<file path="config.mk">
export PLATFORM = sky130hd
export DESIGN_NAME = pipeline_drain
export DESIGN_NICKNAME = d
export VERILOG_FILES = /design/src/rtl/pipeline_drain.sv
export SDC_FILE = /design/constraint.sdc
export NUM_CORES = 1
export LEC_CHECK = 0
export ABC_AREA = 1
export BUFFER_PORTS_ARGS = -buffer_cell sky130_fd_sc_hd__buf_2
export CAP_MARGIN = 20
export CORE_UTILIZATION = 60
export DETAILED_ROUTE_END_ITERATION = 8
export HOLD_SLACK_MARGIN = 0.02
export PLACE_DENSITY = 0.87
export SLEW_MARGIN = 20
export SYNTH_ARGS = -nofsm -noshare
export SYNTH_HDL_FRONTEND = slang
export SYNTH_SLANG_ARGS = --single-unit
</file>
<file path="constraint.sdc">
create_clock -name clk -period 2.6 [get_ports clk]
set_input_delay 0.13 -clock clk [delete_from_list [all_inputs] [get_ports clk]]
set_output_delay 0.13 -clock clk [all_outputs]
set_load 0.02 [all_outputs]
</file>
<file path="src/rtl/pipeline_drain.sv">
// Consumer end of the ena-advanced two-stage pipeline: only advances the pipeline
// when a FIFO slot is guaranteed, buffers shifted-out words, and re-presents them on valid/ready.
module pipeline_drain #(
  parameter int SIZE  = 8,
  parameter int DEPTH = 4,
  parameter int CNT_W = 16
) (
  input  logic                     clk,
  input  logic                     rst,
  input  logic                     adv_req,
  input  logic [SIZE-1:0]          up_data,
  input  logic                     up_valid,
  output logic                     ena,
  output logic [SIZE-1:0]          dn_data,
  output logic                     dn_valid,
  input  logic                     dn_ready,
  output logic [$clog2(DEPTH):0]   level,
  output logic [CNT_W-1:0]         rcvd_cnt,
  output logic [CNT_W-1:0]         stall_cnt
);

  localparam int AW = $clog2(DEPTH);
  localparam logic [AW:0] FULL_LEVEL = (AW+1)'(DEPTH);

  logic [SIZE-1:0] mem [DEPTH];
  logic [AW-1:0]   rd_ptr;
  logic [AW-1:0]   wr_ptr;
  logic            push;
  logic            pop;
  logic            space;

  // A pop in the same cycle frees a slot, so a full FIFO can still take a word.
  assign pop      = dn_valid & dn_ready;
  assign space    = (level < FULL_LEVEL) | pop;
  assign ena      = adv_req & space & rst;
  assign push     = ena & up_valid;
  assign dn_valid = (level != '0);
  assign dn_data  = mem[rd_ptr];

  always_ff @(posedge clk or negedge rst) begin
    if (!rst) begin
      for (int i = 0; i < DEPTH; i++) begin
        mem[i] <= '0;
      end
      rd_ptr    <= '0;
      wr_ptr    <= '0;
      level     <= '0;
      rcvd_cnt  <= '0;
      stall_cnt <= '0;
    end else begin
      if (push) begin
        mem[wr_ptr] <= up_data;
        wr_ptr      <= wr_ptr + AW'(1);
        rcvd_cnt    <= rcvd_cnt + CNT_W'(1);
      end
      if (pop) begin
        rd_ptr <= rd_ptr + AW'(1);
      end
      if (adv_req && !ena) begin
        stall_cnt <= stall_cnt + CNT_W'(1);
      end
      unique case ({push, pop})
        2'b10:   level <= level + (AW+1)'(1);
        2'b01:   level <= level - (AW+1)'(1);
        default: level <= level;
      endcase
    end
  end

endmodule

</file>
==> results.cfg, run 1 <==
[timing]
rsz0062_at_grt = no
hold_viol = 0
finalSetupViolCount = 0
fin_skew_ns = 0.00645
post-route-min-period_ns = 1.86
tns_ns = 0
worstMarginPinSlew_ns = 0.866
timing.fmax_mhz = 538
finalCritPeriodShare_pct = 71.5
slew_viol_final = 0
relSlewSlack_pct = 42.3

[synthesis]
syn_nets = 428
synth.most_common_cell = nand2_1
synth_cell_type_count = 29
synth_area_leaders = dfrtp_1, nand2_1, nor2_1, inv_1, xor2_1
seq_area_frac_synth_pct = 50.6
yosys_register_bits = 71
muxShareOfSynthArea_pct = 0
syn_avg_cell_area_um2 = 8.62
synth_enable_flop_cells = 0
ys_dominant_reg_cell = dfrtp_1
synthSimpleGateAreaFrac_pct = 23.6
synth_area_um2 = 3510
synth_top_family_by_area = simple AND/OR/NAND/NOR gates
netlist_top_cells_count = nand2_1, dfrtp_1, nor2_1
ys_warn_count = 0
async_flop_share_pct = 100
yosys.area_share.adder_pct = 3.07
synth_compound_area_share_pct = 9.73
synth_xor_area_share_pct = 5.99
synth.top_cell.area_share_pct = 50.6
syn_inst = 407
yosys.area.top_type = dfrtp_1

[flow_run]
drv_cap = 0

[cts]
ctsResizeCount = 0
cts_sinks = 71
cts_tree = yes
cts_setup_buffers = 0
insertion_delay_ns = 0.35
path_clk_slew_ns = 0.08
htree_levels = 3
hold_buffers = 0
cts_root_buffer = clkbuf_8
cts_made_buffers = 9
clk_path_buf_depth = 2

[power_and_ir_drop]
p_sw_share_pct = 39.5
power_frac_seq_pct = 39.8
intPower_mw = 2.75
p_per_area_nw_per_um2 = 1120
pwr-share-comb_pct = 36.6
power.switching_mw = 1.80
cellLeakagePower_nw = 2.11
clock_power_share_pct = 23.6
ir_worst_vdd_mv = 0.789

[placed_design]
place_congestion = 0.832
place_area_um2 = 3820
dp_hpwl_um = 5160
portBuffers = 57

[setup_path]
worstPathMaxFanout = 3
crit_top_cell = inv_1
critPathMaxStageDelay_ns = 0.38
end_kind = flip-flop
critical_path_class = reg2reg
crit_path_top_delay_cell = dfrtp_1
worst_ep_arrival_time_ns = 2.08
cp_data_required_time_ns = 2.83
start_kind = flip-flop
crit_chain = inv_1 > nand3_1 > nand2_1 > inv_1 > ha_1 > inv_1 > fa_1 > a21oi_1 > o21ai_0 > xor2_1

[floorplanning]
die_height_um = 78.5
coreArea_um2 = 5570
ios = 58
die_w_um = 78.5
die_area_um2 = 6160
initial_utilization_pct = 63.0
core.rowCount = 27

[detailed_routing]
ant_nets = 0
viasPerCell = 5.39
drc = 0
drt_pass1_iterations = 4
drt_iter0_drc = 220
wl_per_cell_um = 14.1
vias = 2935
wl_um = 7670

[final_layout]
nNetsFinal = 489
multi_input_area_um2 = 1490
fin_area_um2 = 4070
antennaDiodeCount = 0
layout-drive-gt1-share_pct = 19.5
ff_latch_area_um2 = 1780
num-fill-cells = 420
syn2layout_area_growth_pct = 15.9

[global_routing]
grt-ovfl-total = 0
grt_pass1_wl_um = 12700
grt_usage_pct = 27.0
antenna_found_initial = 0
grt_pass1_vias = 2764
grt_max_degree = 72

[status]
outcome = finished, final reports clean

[worst_hold_path]
worstHoldPathType = in2async
through the flow:
step                      total power, mW  cells  hold slack, ns  utilization, %  worst slack [ns]
after global routing                 4.83    545          0.0751            73.0             0.569
after floorplan                      2.95    407          -0.166               -             0.601
after CTS                            4.56    545          0.0523            73.0             0.732
final                                4.55    545          0.0118            73.0             0.742
after global placement               3.39    529           0.415            68.6             0.851
after detailed placement             3.48    529           0.420            68.6             0.750
worst paths after layout:
kind,startpoint,to,slack [ns],cells after the start
setup / recovery,level[1],level[2],0.74,10
hold / removal,rst,stall_cnt[4],0.01,2
setup reg to reg,level[1],level[2],0.74,10
hold reg to reg,mem[5],mem[5],0.49,2
max in group asynchronous,rst,mem[5],2.04,2
min in group clk,up_data[5],mem[5],0.08,3
critical path: cells and delay by family (launching register included):
| family | cells | cell delay (ns) |
|---|---|---|
| AO/OA/AOI/OAI | 2 | 0.25 |
| XOR/XNOR | 1 | 0.15 |
| adder cells (fa/ha/maj) | 2 | 0.53 |
| buffers and inverters | 3 | 0.24 |
| flip-flops | 1 | 0.38 |
| AND/OR/NAND/NOR | 2 | 0.19 |
cell type report:
type | count | share of cell area [%]
multi-input combinational | 284 | 36.5
clock inverter | 6 | 2.65
inverter | 43 | 4.15
clock buffer | 10 | 3.38
tap | 72 | 2.21
sequential | 71 | 43.7
timing repair buffer | 59 | 7.38
flip-flops by register name (all words and copies together) (netlist names):
signal     cells
mem           32
rcvd_cnt      16
stall_cnt     16
level          3
rd_ptr         2
wr_ptr         2
cells in the final DEF (no fill, tap or decap), drive strengths merged:
cell      count
fa            1
clkbuf       10
nor3          4
clkinv        2
nand3b        1
nand4         9
bufinv        3
o21ai        52
buf          59
xnor2         8
nand3        19
a21oi         1
clkinvlp      1
xor2         16
ha            7
inv          43
nand2       113
dfrtp        71
o22ai         8
nor2         45
cell families after synthesis:
group           after synthesis
compound gates               61
fa+ha+maj                     8
flops                        71
simple gates                191
xor+xnor                     24
buf+inv                      52
per-layer routing:
metal,up-vias,wire [µm],global-route usage [%]
met5,-,0,0
met4,0,114,12.6
met3,9,520,5.47
met2,99,3770,45.3
met1,1403,3260,33.7
li1,1424,-,-
power groups by stage:
stage | Sequential (mW) | Combinational [mW] | Clock, mW
2_1_floorplan | 1.89 | 1.06 | 0
3_3_place_gp | 1.79 | 1.60 | 0
4_1_cts | 1.80 | 1.68 | 1.08
6_report | 1.81 | 1.67 | 1.08
3_5_place_dp | 1.82 | 1.66 | 0
5_1_grt | 1.86 | 1.85 | 1.13
(Power assumes the default switching activity.)
==> inputs of run 2 (changes only) <==
CORE_UTILIZATION = 56   (was 60)
PLACE_DENSITY = 0.82   (was 0.87)
clock period = 1.8 ns   (was 2.6 ns; I/O delays follow)
==> results.cfg, run 2 (same netlist as run 1, synthesis figures left out) <==
[status]
outcome = finished, final reports clean

[timing]
post-route-min-period_ns = 1.71
worstMarginPinSlew_ns = 0.882
relSlewSlack_pct = 41.2
slew_viol_final = 0
timing.fmax_mhz = 584
hold_viol = 0
finalCritPeriodShare_pct = 95.1
rsz0062_at_grt = yes
fin_skew_ns = 0.00808
finalSetupViolCount = 0

[final_layout]
fin_area_um2 = 4070
layout-drive-gt1-share_pct = 21.7
reg.largest.list = mem: 32 flops, rcvd_cnt: 16 flops, stall_cnt: 16 flops
final_common_cell = nand2_1
final_cell_mix = nand2_1, dfrtp_1, buf_2
top_register = mem
antennaDiodeCount = 0
largest_register_ffs = 32
nNetsFinal = 491
syn2layout_area_growth_pct = 16.0

[power_and_ir_drop]
p_total_mw = 6.45
intPower_mw = 3.86
clock_power_share_pct = 21.0
cellLeakagePower_nw = 2.08
power.switching_mw = 2.59
ir_worst_vdd_mv = 1.03
pwr-share-comb_pct = 38.2
p_sw_share_pct = 40.2
p_per_area_nw_per_um2 = 1580
power_frac_seq_pct = 40.8

[placed_design]
dp_hpwl_um = 5020
place_area_um2 = 3850
portBuffers = 57
place_congestion = 0.798

[global_routing]
grt_pass1_vias = 2581
grt_pass1_wl_um = 11900
grt_max_degree = 72
grt_usage_pct = 24.4
antenna_found_initial = 0
grt-ovfl-total = 0

[floorplanning]
die_height_um = 81.2
ios = 58
initial_utilization_pct = 58.6
die_area_um2 = 6590
die_w_um = 81.2
coreArea_um2 = 5990
core.rowCount = 28

[detailed_routing]
drt_pass1_iterations = 4
wl_per_cell_um = 13.5
wl_um = 7410
drc = 0
ant_nets = 0
drt_iter0_drc = 96
vias = 2863
viasPerCell = 5.21

[setup_path]
cp_data_required_time_ns = 2.03
worstPathMaxFanout = 3
critical_path_class = reg2reg
worst_ep_arrival_time_ns = 1.94
end_kind = flip-flop
start_kind = flip-flop

[cts]
cts_tree = yes
cts_made_buffers = 9
clk_path_buf_depth = 2
hold_buffers = 0
insertion_delay_ns = 0.35
cts_root_buffer = clkbuf_8
cts_sinks = 71
path_clk_slew_ns = 0.08
htree_levels = 3

[flow_run]
drv_cap = 0

[worst_hold_path]
worstHoldPathType = in2async
[run 2: critical path, stage by stage (launching register included)]
cell,delay [ns]
dfrtp_2,0.38
inv_2,0.06
nand3_4,0.07
nand2_1,0.06
inv_1,0.07
ha_1,0.16
inv_2,0.06
fa_2,0.36
a21oi_2,0.15
o21ai_1,0.09
xor2_1,0.15
[run 2: final timing paths]
check                           startpoint  endpoint  slack, ns  cells past startpoint
worst max register to register    level[1]  level[2]       0.09                     10
max in group asynchronous              rst  level[0]       1.15                      2
min in group clk                up_data[6]   mem[30]       0.05                      3
worst min-delay path                   rst    mem[2]       0.02                      2
worst max-delay path              level[1]  level[2]       0.09                     10
worst min register to register     mem[18]   mem[18]       0.48                      2
[run 2: power by group through the flow]
stage	Clock [mW]	Combinational (mW)	Sequential (mW)
final	1.35	2.46	2.63
after global routing	1.43	2.76	2.70
after CTS	1.37	2.46	2.61
after detailed placement	0	2.42	2.64
after global placement	0	2.34	2.61
after floorplan	0	1.56	2.74
[run 2: cell type report]
class                           count  area, µm²
Clock inverter                      4       70.1
Clock buffer                       12        135
Tap cell                           75       93.8
Sequential cell                    71       1780
Inverter                           43        173
Multi-Input combinational cell    284       1510
Fill cell                         463       1920
Timing Repair Buffer               61        315
[run 2: routing by layer]
| layer | wire length, µm | up-vias | track usage [%] |
|---|---|---|---|
| met1 | 3330 | 1352 | 31.7 |
| met2 | 3580 | 74 | 39.2 |
| met5 | 0 | - | 0 |
| li1 | - | 1426 | - |
| met3 | 380 | 11 | 5.28 |
| met4 | 121 | 0 | 10.4 |
[run 2: what timing repair did]
| item | in CTS | in global routing |
|---|---|---|
| endpoints found under the setup margin | 1 | 6 |
| buffers inserted | 1 | 0 |
| resized for setup | 0 | 7 |
[run 2: through the flow]
stage	TNS, ns	utilization, %	cells	hold WS, ns	worst slack [ns]
2_1_floorplan	0	-	407	-0.206	0.0152
3_3_place_gp	0	64.3	533	0.399	0.105
3_5_place_dp	0	64.3	533	0.402	0.00696
4_1_cts	0	67.8	550	0.0390	0.00122
5_1_grt	-0.0211	68.0	550	0.0561	-0.0211
6_report	0	68.0	550	0.0217	0.0883
==> inputs of run 3 (changes only) <==
ABC_AREA = default   (was 1)
ABC_CLOCK_PERIOD_IN_PS = 1800   (was default)
CORE_UTILIZATION = 55   (was 56)
==> results.cfg, run 3 <==
[status]
outcome = complete, but fails checks
violations = setup timing

[timing]
timing.fmax_mhz = 540
relSlewSlack_pct = 51.4
post-route-min-period_ns = 1.85
slew_viol_final = 0
hold_slack_ns = 0.0312
finalCritPeriodShare_pct = 103
finalSetupViolCount = 1
rsz0062_at_grt = yes
fin_skew_ns = 0.00550
worstMarginPinSlew_ns = 0.728
hold_viol = 0
layout_setup_ws_ns = -0.0515

[power_and_ir_drop]
p_total_mw = 6.26
p_per_area_nw_per_um2 = 1580
cellLeakagePower_nw = 1.93
ir_worst_vdd_mv = 0.808

[synthesis]
yosys.area_share.adder_pct = 3.36
synth_cell_type_count = 30
syn_inst = 229
synth_enable_flop_cells = 0
ys_dominant_reg_cell = dfrtp_1
synth_area_um2 = 3200
synth.top_cell.area_share_pct = 55.6
synth.most_common_cell = dfrtp_1
synth_area_leaders = dfrtp_1, mux2_2, xnor2_1, mux4_2, ha_1
synthSimpleGateAreaFrac_pct = 11.2
async_flop_share_pct = 100
seq_area_frac_synth_pct = 55.6
syn_nets = 250
yosys.area.top_type = dfrtp_1
ys_warn_count = 0
muxShareOfSynthArea_pct = 17.9
netlist_top_cells_count = dfrtp_1, mux2_2, xnor2_1
synth_top_family_by_area = multiplexers
synth_compound_area_share_pct = 0.469
syn_avg_cell_area_um2 = 14.0
yosys_register_bits = 71
synth_xor_area_share_pct = 10.1

[final_layout]
final_cells = 390
nNetsFinal = 334
antennaDiodeCount = 0
fin_util_pct = 71.5
final_common_cell = dfrtp_1
num-fill-cells = 410
syn2layout_area_growth_pct = 23.8
top_register = mem
largest_register_ffs = 32
layout-drive-gt1-share_pct = 45.9
reg.largest.list = mem: 32 flops, rcvd_cnt: 16 flops, stall_cnt: 16 flops
final_cell_mix = dfrtp_1, buf_2, mux2_2

[setup_path]
cp_data_required_time_ns = 2.05
end_kind = flip-flop
worstPathMaxFanout = 2
worst_ep_arrival_time_ns = 2.10
critical_path_class = reg2reg
start_kind = flip-flop

[cts]
path_clk_slew_ns = 0.07
cts_tree = yes
clk_path_buf_depth = 2
cts_sinks = 71
cts_made_buffers = 9
htree_levels = 3
insertion_delay_ns = 0.34
cts_root_buffer = clkbuf_8

[detailed_routing]
wl_met1_um = 2690
ant_nets = 0
wl_um = 6070
met3_wirelength_um = 243
dr.max_layer_used = met4
drt_pass1_iterations = 4
drt_iter0_drc = 78
viasPerCell = 5.38
wl_per_cell_um = 15.6
dr_wl_met2_um = 2940
drc = 0
vias = 2098

[floorplanning]
ios = 58
die_height_um = 78.3
die_w_um = 78.3
coreArea_um2 = 5540
initial_utilization_pct = 57.7
die_area_um2 = 6120
core.rowCount = 27

[placed_design]
dp_hpwl_um = 4180
place_congestion = 0.799
portBuffers = 57
placedCellCount = 367
place_ws_ns = -0.0398

[flow_run]
drv_cap = 0

[global_routing]
grt_usage_pct = 22.3
grt_pass1_wl_um = 10200
grt-ovfl-total = 0
grt_pass1_vias = 2229
antenna_found_initial = 0
grt_max_degree = 60

[worst_hold_path]
worstHoldPathType = in2reg
[run 3: changes by cell type in the layout (fill, tap and decap cells not counted), moves of 19 or more]
cell     before  now
xnor2_1       8   27
nor2_1       43    3
mux2_2        0   34
nand2_1     108   13
o21ai_1      27    0
inv_1        35    5
[run 3: path summary, 6_finish.rpt]
| kind | startpoint | end | slack [ns] | cells past startpoint |
|---|---|---|---|---|
| setup / recovery | level[0] | level[2] | -0.05 | 8 |
| hold reg to reg | stall_cnt[15] | stall_cnt[15] | 0.47 | 1 |
| hold / removal | up_data[2] | mem[2] | 0.03 | 2 |
| min in group asynchronous | rst | stall_cnt[6] | 0.36 | 3 |
| max in group asynchronous | rst | level[2] | 0.44 | 4 |
| setup reg to reg | level[0] | level[2] | -0.05 | 8 |
[run 3: what timing repair did]
item / 4_1_cts / 5_1_grt
resized for setup: 1 / 1
pin swaps: 5 / 4
setup buffers: 0 / 2
hold buffers: 5 / 0
endpoints found under the setup margin: 2 / 32
hold endpoints to repair: 24 / 0
[run 3: critical path: stages, from the launching register on]
cell and delay (ns):
dfrtp_1 0.38, or3_4 0.39, and2_4 0.16, ha_4 0.16, inv_2 0.05, fa_2 0.18
xor2_1 0.07, nor2_1 0.15, xor2_1 0.21
[run 3: kinds of logic (layout without fill, tap and decap cells)]
kind of cell,Yosys count,in the layout
AOI/OAI and AO/OA,3,3
xor gates and xnor gates,36,36
adders and majority gates,8,8
buffers and inverters,10,99
and+or+nand+nor,58,58
muxes,43,43
DFF,71,71
[run 3: power by group]
group / switching [mW] / total [mW] / internal, mW
Combinational: 1.11 / 2.27 / 1.16
Sequential: 0.420 / 2.57 / 2.15
Clock: 0.565 / 1.42 / 0.855
Total: 2.09 / 6.26 / 4.17
[run 3: metal layers]
| layer | GRT usage, % | vias up |
|---|---|---|
| met5 | 0 | - |
| met4 | 12.8 | 0 |
| met3 | 3.95 | 20 |
| met2 | 35.7 | 62 |
| met1 | 28.6 | 1045 |
| li1 | - | 971 |
[run 3: layout make-up]
type	instances	area [µm²]	area share, %
clock buffer	13	159	4.01
clock inverter	3	65.1	1.64
inverter	7	28.8	0.727
multi-input combinational	148	1400	35.3
sequential	71	1780	44.9
tap	72	90.1	2.27
timing repair buffer	76	440	11.1
[run 3: through the flow]
stage                     instance area, µm²  TNS [ns]
after detailed placement                3670   -0.0517
after CTS                               3940   -0.0398
final                                   3960   -0.0515
after global routing                    3960    -0.549
after floorplan                         3220    -0.424
after global placement                  3670         0
